--- config.mk ---
export PLATFORM = sky130hd
export DESIGN_NAME = branch_ctrl
export DESIGN_NICKNAME = d
export VERILOG_FILES = /design/src/rtl/branch_ctrl.sv
export SDC_FILE = /design/constraint.sdc
export NUM_CORES = 1
export LEC_CHECK = 0
export CORE_AREA = 2 2 105 82
export CTS_BUF_LIST = sky130_fd_sc_hd__clkbuf_4
export CTS_CLUSTER_DIAMETER = 40
export DETAILED_ROUTE_END_ITERATION = 6
export DIE_AREA = 0 0 107 84
export GPL_TIMING_DRIVEN = 0
export PLACE_DENSITY = 0.82
export REMOVE_ABC_BUFFERS = 1
export SLEW_MARGIN = 10
export SYNTH_ARGS = -nofsm -noshare
export SYNTH_HDL_FRONTEND = slang
export SYNTH_SLANG_ARGS = --single-unit
--- constraint.sdc ---
create_clock -name clk -period 2.9 [get_ports clk]
set_clock_uncertainty 0.1 [all_clocks]
set_input_delay 0.435 -clock clk [delete_from_list [all_inputs] [get_ports clk]]
set_output_delay 0.435 -clock clk [all_outputs]
set_load 0.02 [all_outputs]
--- src/rtl/branch_ctrl.sv ---
// Branch-resolution controller: resolves taken branches, redirects fetch, holds a flush window.
// Optional saturating statistics counters are compiled in with BRANCH_STATS_EN.
module branch_ctrl #(
   parameter int unsigned FLUSH_CYCLES = 2,
   parameter int unsigned STAT_W       = 16
) (
   input  logic              clk,
   input  logic              rst,
   input  logic              br_valid,
   input  logic [3:0]        branch_type,
   input  logic              ALU_zero_flag,
   input  logic              ALU_neg_flag,
   input  logic [31:0]       pc_ex,
   input  logic [31:0]       imm,
   input  logic              fetch_stall,
   input  logic              stat_clr,
   output logic              redirect,
   output logic [31:0]       redirect_pc,
   output logic              flush,
   output logic              busy,
   output logic [STAT_W-1:0] br_count,
   output logic [STAT_W-1:0] taken_count
);

   typedef enum logic [1:0] {StIdle, StRedirect, StFlush} state_t;

   state_t      state_q, state_d;
   logic [3:0]  cnt_q, cnt_d;
   logic [31:0] pc_q, pc_d;
   logic        tk;

   always_comb begin
      tk = 1'b0;
      case (branch_type)
         4'd1:    tk = ALU_zero_flag;
         4'd2:    tk = !ALU_zero_flag;
         4'd3:    tk = ALU_neg_flag;
         4'd4:    tk = !ALU_neg_flag && !ALU_zero_flag;
         4'd5:    tk = !ALU_neg_flag;
         4'd6:    tk = 1'b1;
         default: tk = 1'b0;
      endcase
   end

   always_comb begin
      state_d = state_q;
      cnt_d   = cnt_q;
      pc_d    = pc_q;
      case (state_q)
         StIdle: begin
            if (br_valid && tk) begin
               pc_d    = pc_ex + imm;
               cnt_d   = 4'(FLUSH_CYCLES);
               state_d = StRedirect;
            end
         end
         StRedirect: begin
            if (!fetch_stall) state_d = StFlush;
         end
         StFlush: begin
            if (!fetch_stall) begin
               cnt_d = cnt_q - 4'd1;
               // <= guards against an illegal zero load hanging the FSM
               if (cnt_q <= 4'd1) state_d = StIdle;
            end
         end
         default: state_d = StIdle;
      endcase
   end

   always_ff @(posedge clk or posedge rst) begin
      if (rst) begin
         state_q <= StIdle;
         cnt_q   <= 4'd0;
         pc_q    <= 32'h0;
      end else begin
         state_q <= state_d;
         cnt_q   <= cnt_d;
         pc_q    <= pc_d;
      end
   end

   assign redirect    = (state_q == StRedirect);
   assign flush       = (state_q != StIdle);
   assign busy        = (state_q != StIdle);
   assign redirect_pc = pc_q;

`ifdef BRANCH_STATS_EN
   logic [STAT_W-1:0] br_q, tk_q;
   logic              count_en;

   assign count_en = (state_q == StIdle) && br_valid &&
                     (branch_type >= 4'd1) && (branch_type <= 4'd6);

   always_ff @(posedge clk or posedge rst) begin
      if (rst) begin
         br_q <= '0;
         tk_q <= '0;
      end else if (stat_clr) begin
         br_q <= '0;
         tk_q <= '0;
      end else if (count_en) begin
         if (br_q != '1) br_q <= br_q + 1'b1;
         if (tk && (tk_q != '1)) tk_q <= tk_q + 1'b1;
      end
   end

   assign br_count    = br_q;
   assign taken_count = tk_q;
`else
   logic unused_stat;
   assign unused_stat = stat_clr;
   assign br_count    = '0;
   assign taken_count = '0;
`endif

endmodule

==> run_results.csv, run 1 <==
group,metric,value,unit
layout,fin_nets,643,
layout,num_antenna_cells,0,
clock_network,path_clk_slew,0.13,ns
yosys,synth_common_cells,"nand2_1 (56), o21ai_0 (40), dfrtp_1 (38)",
placement,routabilityCongestion,0.902,
sta,fin_crit_sh,0.977,
setup_path,crit_type,"input pin to flop",
grt,grt-ovfl-total,0,
power,p_per_area,637,mW/mm²
power,p_leak,2.16,nW
sta,finalSetupViolCount,0,
floorplanning,die_x,107,µm
setup_path,start_kind,"input pin",
setup_path,r2r_cells,6,
yosys,syn_area_per_cell,8.14,µm²
detailed_routing,wire_per_inst,14.9,µm
clock_network,cts_max_path_buffers,2,
grt,grt_usage,0.213,
floorplanning,initial_core_util,0.431,
detailed_routing,antenna_left,0,
grt,grt_pass1_wl,15.5,mm
worst_hold_path,min_path_cells,4,
yosys,ys_top_cells_by_area,"dfrtp_1 (27%), ha_1 (12%), buf_4 (7.1%)",
clock_network,cts_htree_levels,2,
worst_hold_path,hold_path_end,"redirect_pc[0]$_DFFE_PP0P_",
flow_run,maxCapViolCount,0,
clock_network,clkSinkCount,38,
power,power.total,0.00305,W
detailed_routing,wirelength,9.56,mm
sta,worstMarginPinSlew,0.802,ns
grt,grt_pass1_vias,3366,
layout,layout-drive-gt1-share,0.0692,
setup_path,r2r_end,"redirect_pc[30]$_DFFE_PP0P_",
sta,max_freq,353,MHz
floorplanning,die_height,84,µm
layout,fin_cells,643,
floorplanning,ios,142,
yosys,netlist_instances,428,
setup_path,end_kind,"flop",
clock_network,cts_tree,"built",
floorplanning,core_area,0.00809,mm²
power,vdd_drop_max,0.347,mV
yosys,synth_area_leader_cell,"dfrtp_1",
detailed_routing,drcViolationCount,0,
placement,dpl.hpwl,7.30,mm
detailed_routing,drt_iter0_drc,127,
yosys,synth.distinct_cells,58,
clock_network,cts_hold_buf,0,
yosys,synthArstFlopShare,1.00,
grt,grt_max_degree,39,
floorplanning,rows,29,
placement,place_inst,628,
yosys,seq_area_frac_synth,0.273,
clock_network,cts_buffers,5,
clock_network,clock_latency,0.36,ns
setup_path,critPathRequiredTime,3.11,ns
placement,port_buffers,108,
sta,maxSlewHeadroom,0.464,
grt,antenna_found_initial,0,
detailed_routing,avgViaCountPerCell,5.39,
sta,final-hold-violation-count,0,
yosys,synth_top_area_share,0.273,
clock_network,cts-root-buf,"clkbuf_4",
yosys,ys.flop_type,"dfrtp_1",
setup_path,cp_data_arrival_time,3.04,ns
setup_path,r2r_start,"state_q[1]$_DFFE_PP0P_",
sta,fin_crit,2.83,ns
yosys,ys_warn_count,0,
yosys,synth_enable_flop_cells,0,
run_status,status,"complete, no violations",
layout,fin_util,0.591,
yosys,netlist_area,0.00349,mm²
detailed_routing,vias,3463,
yosys,ys_seq_elements,38,
floorplanning,die_area,0.00899,mm²
detailed_routing,drtPass1Iterations,5,
worst_hold_path,min_from,"pc_ex[0]",
layout,synthToLayoutAreaGrowth,37.1,%
worst_hold_path,hp-class,"input pin to flop",
setup_path,reg2reg_slack,0.48,ns
yosys,yosysMostFrequentCell,"nand2_1",
sta,slew_violations,0,
setup_path,path_max_fanout,3,
==> cells by family (layout without fill, tap and decap cells) <==
family | after synthesis | count (layout) | synth area share
buffers and inverters | 61 | 136 | 0.102
other | 1 | 32 | 0.00108
AND/OR/NAND/NOR | 134 | 134 | 0.187
multiplexers | 1 | 1 | 0.00287
AO/OA/AOI/OAI | 135 | 136 | 0.250
XOR/XNOR | 24 | 24 | 0.0603
flip-flops | 38 | 38 | 0.273
adder cells (fa/ha/maj) | 34 | 34 | 0.124
==> worst max-delay path: stages <==
cell	delay, ns
clkdlybuf4s50_1	0.46
fa_2	0.41
a21o_1	0.20
a221o_1	0.34
o211ai_2	0.23
buf_4	0.15
a21oi_2	0.06
o211a_1	0.26
or4_4	0.42
nand3_2	0.07
==> per-stage QoR <==
| step | TNS, ns | hold slack [ns] | worst slack [ns] | area, µm² |
|---|---|---|---|---|
| after detailed placement | -5.13 | 0.368 | -0.603 | 4560 |
| final | 0 | 0.315 | 0.0680 | 4780 |
| after global routing | -0.0165 | 0.300 | -0.0165 | 4780 |
| after CTS | 0 | 0.398 | 0.000177 | 4710 |
| after global placement | -76.27 | 0.361 | -2.34 | 4510 |
| after floorplan | -19.82 | 0.404 | -0.693 | 3300 |
==> layer usage <==
metal | vias up | track usage | routed length, µm
li1 | 1707 | - | -
met1 | 1601 | 0.269 | 4070
met2 | 139 | 0.360 | 4550
met3 | 16 | 0.0359 | 697
met4 | 0 | 0.0874 | 242
met5 | - | 0 | 0
==> flip-flops by register name (all words and copies together), names as in the netlist <==
name / flops
cnt_q: 4
redirect_pc: 32
state_q: 2
==> worst max-delay path by stage <==
stage	start	endpoint	cells past startpoint
after CTS	imm[0]	redirect_pc[30]$_DFFE_PP0P_	10
after global routing	pc_ex[1]	redirect_pc[30]$_DFFE_PP0P_	10
after floorplan	state_q[1]$_DFFE_PP0P_	redirect_pc[20]$_DFFE_PP0P_	5
final	pc_ex[1]	redirect_pc[30]$_DFFE_PP0P_	10
after global placement	branch_type[2]	redirect_pc[17]$_DFFE_PP0P_	4
after detailed placement	pc_ex[0]	redirect_pc[30]$_DFFE_PP0P_	10
==> report_power, final <==
part	switching, W	total (W)	internal (W)
Sequential	0.000150	0.000923	0.000773
Combinational	0.000874	0.00165	0.000778
Clock	0.000201	0.000470	0.000270
Total	0.00123	0.00305	0.00182
==> cells in the final DEF (no fill, tap or decap), drive strengths merged, types with 3 or more instances in the layout <==
| cell type | n |
|---|---|
| buf | 7 |
| inv | 13 |
| nor2b | 4 |
| conb | 32 |
| and3 | 9 |
| a211oi | 5 |
| clkbuf | 5 |
| o21a | 4 |
| ha | 33 |
| dfrtp | 38 |
| or4 | 3 |
| and4 | 3 |
| nor3b | 3 |
| nor3 | 8 |
| o21ai | 41 |
| a221o | 4 |
| nand3 | 13 |
| a21oi | 33 |
| nand2 | 56 |
| clkdlybuf4s50 | 106 |
| o21bai | 3 |
| xnor2 | 14 |
| nand2b | 6 |
| a21o | 16 |
| nor4 | 3 |
| o31ai | 5 |
| nand4 | 3 |
| xor2 | 10 |
| o211ai | 6 |
| nor2 | 17 |
==> what timing repair did <==
item / 4_1_cts / 5_1_grt
buffers inserted: 2 / 4
gates resized for setup: 4 / 9
gates cloned: 1 / 0
endpoints found under the setup margin: 6 / 6
pin swaps: 6 / 13
==> final cells by class <==
cell class	count	area, µm²
timing repair buffer	115	1160
fill	718	3310
clock inverter	3	68.8
inverter	13	48.8
tap	108	135
clock buffer	5	37.5
sequential	38	951
multi-input combinational	361	2380
No activity file was read; power rests on OpenSTA's default activity.
==> run 2: changes to the inputs <==
--- a/config.mk
+++ b/config.mk
@@ -5,11 +5,11 @@
 export SDC_FILE = /design/constraint.sdc
 export NUM_CORES = 1
 export LEC_CHECK = 0
-export CORE_AREA = 2 2 105 82
+export CORE_AREA = 2 2 102 84
 export CTS_BUF_LIST = sky130_fd_sc_hd__clkbuf_4
 export CTS_CLUSTER_DIAMETER = 40
 export DETAILED_ROUTE_END_ITERATION = 6
-export DIE_AREA = 0 0 107 84
+export DIE_AREA = 0 0 104 86
 export GPL_TIMING_DRIVEN = 0
 export PLACE_DENSITY = 0.82
 export REMOVE_ABC_BUFFERS = 1
==> run 2 against run 1 <==
Fmax is 1.5% higher. Power is 7.0% lower. Critical endpoint unchanged. Largest power group unchanged. Final cell count stayed put.
==> run_results.csv, run 2 (synthesized netlist as in run 1, its figures left out) <==
group,metric,value,unit
detailed_routing,wire_per_inst,14.3,µm
placement,place_inst,630,
sta,fin_ws,0.110,ns
clock_network,cts_buffers,5,
power,p_leak,2.14,nW
worst_hold_path,hp-class,"input pin to asynchronous set/reset pin",
grt,grt_use_met2,0.357,
setup_path,start_kind,"input pin",
sta,grt_setup_unrepaired,"false",
setup_path,r2r_end,"redirect_pc[30]$_DFFE_PP0P_",
grt,grt_pass1_vias,3183,
grt,grt_max_degree,32,
sta,slew_violations,0,
setup_path,critPathRequiredTime,3.10,ns
setup_path,r2r_start,"state_q[1]$_DFFE_PP0P_",
setup_path,end_kind,"flop",
detailed_routing,vias,3358,
flow_run,maxCapViolCount,0,
power,p_per_area,601,mW/mm²
setup_path,crit_type,"input pin to flop",
setup_path,path_max_fanout,6,
layout,fillers,698,
floorplanning,die_area,0.00894,mm²
layout,fin_nets,643,
layout,fin_util,0.601,
sta,worstMarginPinSlew,0.597,ns
detailed_routing,avgViaCountPerCell,5.22,
sta,maxSlewHeadroom,0.602,
clock_network,clkSinkCount,38,
clock_network,cts-root-buf,"clkbuf_4",
layout,fin_cells,643,
power,vdd_drop_max,0.276,mV
floorplanning,initial_core_util,0.445,
grt,antenna_found_initial,0,
sta,setup_tns,0,ns
clock_network,clock_latency,0.35,ns
placement,dpl.hpwl,7.41,mm
setup_path,r2r_cells,6,
floorplanning,die_x,104,µm
placement,port_buffers,108,
layout,synthToLayoutAreaGrowth,35.1,%
setup_path,cp_data_arrival_time,2.99,ns
run_status,status,"complete, no violations",
floorplanning,die_height,86,µm
grt,grtUsageMet1,0.264,
clock_network,cts_tree,"built",
grt,grt_pass1_wl,15.0,mm
floorplanning,ios,142,
grt,use_met3,0.0372,
clock_network,cts_htree_levels,2,
layout,layout-drive-gt1-share,0.0579,
clock_network,cts_max_path_buffers,2,
clock_network,cts_hold_buf,0,
detailed_routing,drtPass1Iterations,5,
clock_network,path_clk_slew,0.13,ns
detailed_routing,wirelength,9.20,mm
grt,busiest_layer,"met2",
placement,routabilityCongestion,0.882,
detailed_routing,drt_iter0_drc,154,
grt,grt_usage,0.205,
sta,final-hold-violation-count,0,
detailed_routing,antenna_left,0,
layout,final_cell_mix,"clkdlybuf4s50_1 (106), nand2_1 (56), o21ai_0 (40)",
layout,num_antenna_cells,0,
detailed_routing,drcViolationCount,0,
sta,max_freq,358,MHz
layout,largest_reg_flops,32,
setup_path,reg2reg_slack,0.40,ns
layout,final_common_cell,"clkdlybuf4s50_1",
sta,fin_crit,2.79,ns
grt,grt-ovfl-total,0,
sta,finalSetupViolCount,0,
placement,dpl_worst_slack,-0.622,ns
floorplanning,rows,29,
floorplanning,core_area,0.00784,mm²
sta,fin_crit_sh,0.962,
run 2: cell types whose count changed in the layout (fill, tap and decap cells not counted), sizes merged:
| cell | previous run | this run |
|---|---|---|
| clkinvlp | 0 | 1 |
| bufinv | 2 | 0 |
| clkinv | 1 | 2 |
| buf | 7 | 8 |
| o221ai | 2 | 1 |
run 2: worst max path at each step:
stage                           startpoint                     endpoint  slack [ns]
floorplan           state_q[1]$_DFFE_PP0P_  redirect_pc[20]$_DFFE_PP0P_       -0.69
global placement            branch_type[2]  redirect_pc[17]$_DFFE_PP0P_       -2.31
detailed placement                pc_ex[0]  redirect_pc[30]$_DFFE_PP0P_       -0.62
CTS                                 imm[0]  redirect_pc[24]$_DFFE_PP0P_        0.04
global route                     pc_ex[15]  redirect_pc[30]$_DFFE_PP0P_        0.04
finish                           pc_ex[15]  redirect_pc[30]$_DFFE_PP0P_        0.11
run 2: metal layers:
layer / wire [µm] / vias up
met2: 4410 / 110
met1: 4200 / 1536
met3: 495 / 10
met5: 0 / -
li1: - / 1702
met4: 99 / 0
run 2: timing repair:
action / CTS / global route
pin swaps: 9 / 6
setup buffers: 6 / 0
setup endpoints to repair: 5 / 7
gates resized for setup: 2 / 5
run 2: area by class of cell:
type | instances | area, µm² | area share
Clock buffer | 5 | 37.5 | 0.00797
Clock inverter | 3 | 16.3 | 0.00345
Inverter | 13 | 48.8 | 0.0104
Multi-Input combinational cell | 360 | 2340 | 0.496
Sequential cell | 38 | 951 | 0.202
Tap cell | 108 | 135 | 0.0287
Timing Repair Buffer | 116 | 1190 | 0.252
run 2: stage by stage:
stage,hold WS [ns],total power [W],instance area [µm²]
after CTS,0.247,0.00285,4690
final,0.251,0.00283,4710
after global placement,0.361,0.00249,4510
after global routing,0.241,0.00305,4710
after detailed placement,0.372,0.00255,4590
after floorplan,0.404,0.00180,3300
run 2: worst max-delay path, cell delays in order:
cell	delay, ns
clkdlybuf4s50_1	0.42
ha_1	0.38
a21oi_1	0.29
o21ai_1	0.14
a221o_1	0.38
a21o_1	0.20
o211a_1	0.23
or4_1	0.41
nand3_1	0.09
run 2: report_power, final:
part	internal, W	leakage (nW)	switching (W)	total (W)
Clock	0.0000904	0.0286	0.000195	0.000285
Sequential	0.000773	0.475	0.000144	0.000916
Combinational	0.000773	1.63	0.000858	0.00163
==> run 3: changes to the inputs <==
--- a/config.mk
+++ b/config.mk
@@ -13,6 +13,7 @@
 export GPL_TIMING_DRIVEN = 0
 export PLACE_DENSITY = 0.82
 export REMOVE_ABC_BUFFERS = 1
+export SETUP_SLACK_MARGIN = 0.2
 export SLEW_MARGIN = 10
 export SYNTH_ARGS = -nofsm -noshare
 export SYNTH_HDL_FRONTEND = slang
==> constraint.sdc (replaced) <==
create_clock -name clk -period 2.9 [get_ports clk]
set_clock_uncertainty 0.1 [all_clocks]
set_input_delay 0.29 -clock clk [delete_from_list [all_inputs] [get_ports clk]]
set_output_delay 0.29 -clock clk [all_outputs]
set_load 0.02 [all_outputs]
==> run 3 against run 2 <==
Die area stayed put. Global-route usage is 0.065 points higher. Register-to-register slack hardly changed. Final cell count is 0.16% higher. First-iteration DRC count is 7.8% higher. Fmax is 6.3% higher. Routed wire length is 1.5% higher. Power is 0.47% higher. Sequential power hardly changed. Final area is 0.88% higher. Via count is 1.1% higher. Critical endpoint is now redirect_pc[24]$_DFFE_PP0P_. Largest cell class unchanged. Highest routed layer unchanged.
==> run_results.csv, run 3 (synthesized netlist as in run 1, its figures left out) <==
group,metric,value,unit
layout,final_common_cell,"clkdlybuf4s50_1",
setup_path,critPathRequiredTime,3.10,ns
layout,layout-drive-gt1-share,0.0672,
sta,slew_violations,0,
sta,worstMarginPinSlew,0.602,ns
sta,maxSlewHeadroom,0.598,
floorplanning,die_x,104,µm
placement,routabilityCongestion,0.882,
detailed_routing,wirelength,9.33,mm
power,p_per_area,599,mW/mm²
layout,synthToLayoutAreaGrowth,36.3,%
setup_path,r2r_end,"redirect_pc[30]$_DFFE_PP0P_",
placement,dpl_worst_slack,-0.477,ns
worst_hold_path,hp-class,"input pin to asynchronous set/reset pin",
detailed_routing,antenna_left,0,
layout,num_antenna_cells,0,
setup_path,crit_type,"input pin to flop",
floorplanning,die_height,86,µm
setup_path,r2r_cells,6,
detailed_routing,drcViolationCount,0,
grt,grt_pass1_wl,15.0,mm
floorplanning,core_area,0.00784,mm²
clock_network,cts_htree_levels,2,
floorplanning,initial_core_util,0.445,
sta,max_freq,381,MHz
setup_path,reg2reg_slack,0.39,ns
detailed_routing,vias,3395,
setup_path,start_kind,"input pin",
clock_network,cts_tree,"built",
power,vdd_drop_max,0.276,mV
grt,grt_usage,0.205,
placement,port_buffers,108,
layout,fin_nets,644,
sta,fin_crit_sh,0.905,
layout,largest_reg_flops,32,
sta,finalSetupViolCount,0,
sta,fin_crit,2.62,ns
detailed_routing,drt_iter0_drc,166,
floorplanning,rows,29,
detailed_routing,dr_wl_met2,4.48,mm
sta,grt_setup_unrepaired,"false",
sta,final-hold-violation-count,0,
grt,grt-ovfl-total,0,
sta,fin_ws,0.276,ns
clock_network,clkSinkCount,38,
sta,setup_tns,0,ns
setup_path,r2r_start,"state_q[1]$_DFFE_PP0P_",
grt,grt_pass1_vias,3192,
clock_network,cts-root-buf,"clkbuf_4",
floorplanning,die_area,0.00894,mm²
clock_network,clock_latency,0.35,ns
setup_path,end_kind,"flop",
detailed_routing,drtPass1Iterations,5,
detailed_routing,wire_per_inst,14.5,µm
setup_path,crit_buf_inv,2,
grt,antenna_found_initial,0,
layout,final_cell_mix,"clkdlybuf4s50_1 (104), nand2_1 (56), o21ai_0 (40)",
clock_network,path_clk_slew,0.13,ns
detailed_routing,wl_met3,570,µm
grt,grt_max_degree,32,
power,p_leak,2.15,nW
setup_path,worstPathCellList,"clkdlybuf4s50_1 > ha_4 > a21o_1 > a221o_1 > o211ai_2 > buf_4 > a21o_2 > a21oi_2 > or4_1 > nand3_1",
detailed_routing,highest_layer,"met4",
setup_path,path_max_fanout,5,
placement,dpl.hpwl,7.41,mm
setup_path,startpoint,"pc_ex[4]",
run_status,status,"complete, no violations",
detailed_routing,met1_length,4.20,mm
detailed_routing,avgViaCountPerCell,5.27,
clock_network,cts_buffers,5,
flow_run,maxCapViolCount,0,
clock_network,cts_max_path_buffers,2,
setup_path,cpMaxStageDelayCell,"clkdlybuf4s50_1",
setup_path,cp_data_arrival_time,2.82,ns
setup_path,cpPeakStageDelay,0.51,ns
floorplanning,ios,142,
setup_path,crit_family,"compound AO/OA/AOI/OAI gates",
-- run 3: cell types whose count changed in the layout (fill, tap and decap cells not counted) --
cell	delta
dlygate4sd2_1	+1
a21oi_1	-2
dlymetal6s2s_1	+1
ha_1	-2
buf_4	+1
a21oi_2	+2
clkdlybuf4s50_1	-2
ha_4	+2
-- run 3: report_power, final --
part	switching [W]	internal [W]	leakage (nW)
Sequential	0.000144	0.000773	0.475
Clock	0.000195	0.0000904	0.0286
Combinational	0.000865	0.000777	1.65
Total	0.00120	0.00164	2.15
-- run 3: per-layer routing --
metal	global-route usage	vias up
met5	0	-
met4	0.0541	0
met3	0.0372	6
met2	0.358	123
met1	0.265	1563
li1	-	1703
-- run 3: stage by stage --
stage | total power [W] | util | std cells | hold WS [ns] | cell area [µm²]
2_1_floorplan | 0.00180 | - | 411 | 0.304 | 3300
3_3_place_gp | 0.00249 | 0.576 | 627 | 0.361 | 4510
3_5_place_dp | 0.00255 | 0.586 | 630 | 0.372 | 4590
4_1_cts | 0.00285 | 0.600 | 644 | 0.102 | 4710
5_1_grt | 0.00306 | 0.606 | 644 | 0.0959 | 4750
6_report | 0.00284 | 0.606 | 644 | 0.103 | 4750
-- run 3: what timing repair did --
action,CTS,global route
hold buffers,0,0
buffers inserted,6,0
resized for setup,5,9
pin swaps,12,6
gates cloned,0,0
setup endpoints to repair,6,6
-- run 3: final cells by class --
| cell class | count | area, µm² |
|---|---|---|
| clock inverters | 3 | 16.3 |
| well taps | 108 | 135 |
| fillers | 694 | 3090 |
| inverters | 13 | 48.8 |
| clock buffers | 5 | 37.5 |
| repair buffers | 117 | 1190 |
| multi-input cells | 360 | 2370 |
| flip-flops and latches | 38 | 951 |
-- run 3: how the worst max path moves through the flow --
| stage | end | slack [ns] | cells after the start |
|---|---|---|---|
| 2_1_floorplan | redirect_pc[20]$_DFFE_PP0P_ | -0.69 | 5 |
| 3_3_place_gp | redirect_pc[17]$_DFFE_PP0P_ | -2.17 | 4 |
| 3_5_place_dp | redirect_pc[30]$_DFFE_PP0P_ | -0.48 | 10 |
| 4_1_cts | redirect_pc[30]$_DFFE_PP0P_ | 0.22 | 10 |
| 5_1_grt | redirect_pc[24]$_DFFE_PP0P_ | 0.20 | 11 |
| 6_report | redirect_pc[24]$_DFFE_PP0P_ | 0.28 | 10 |
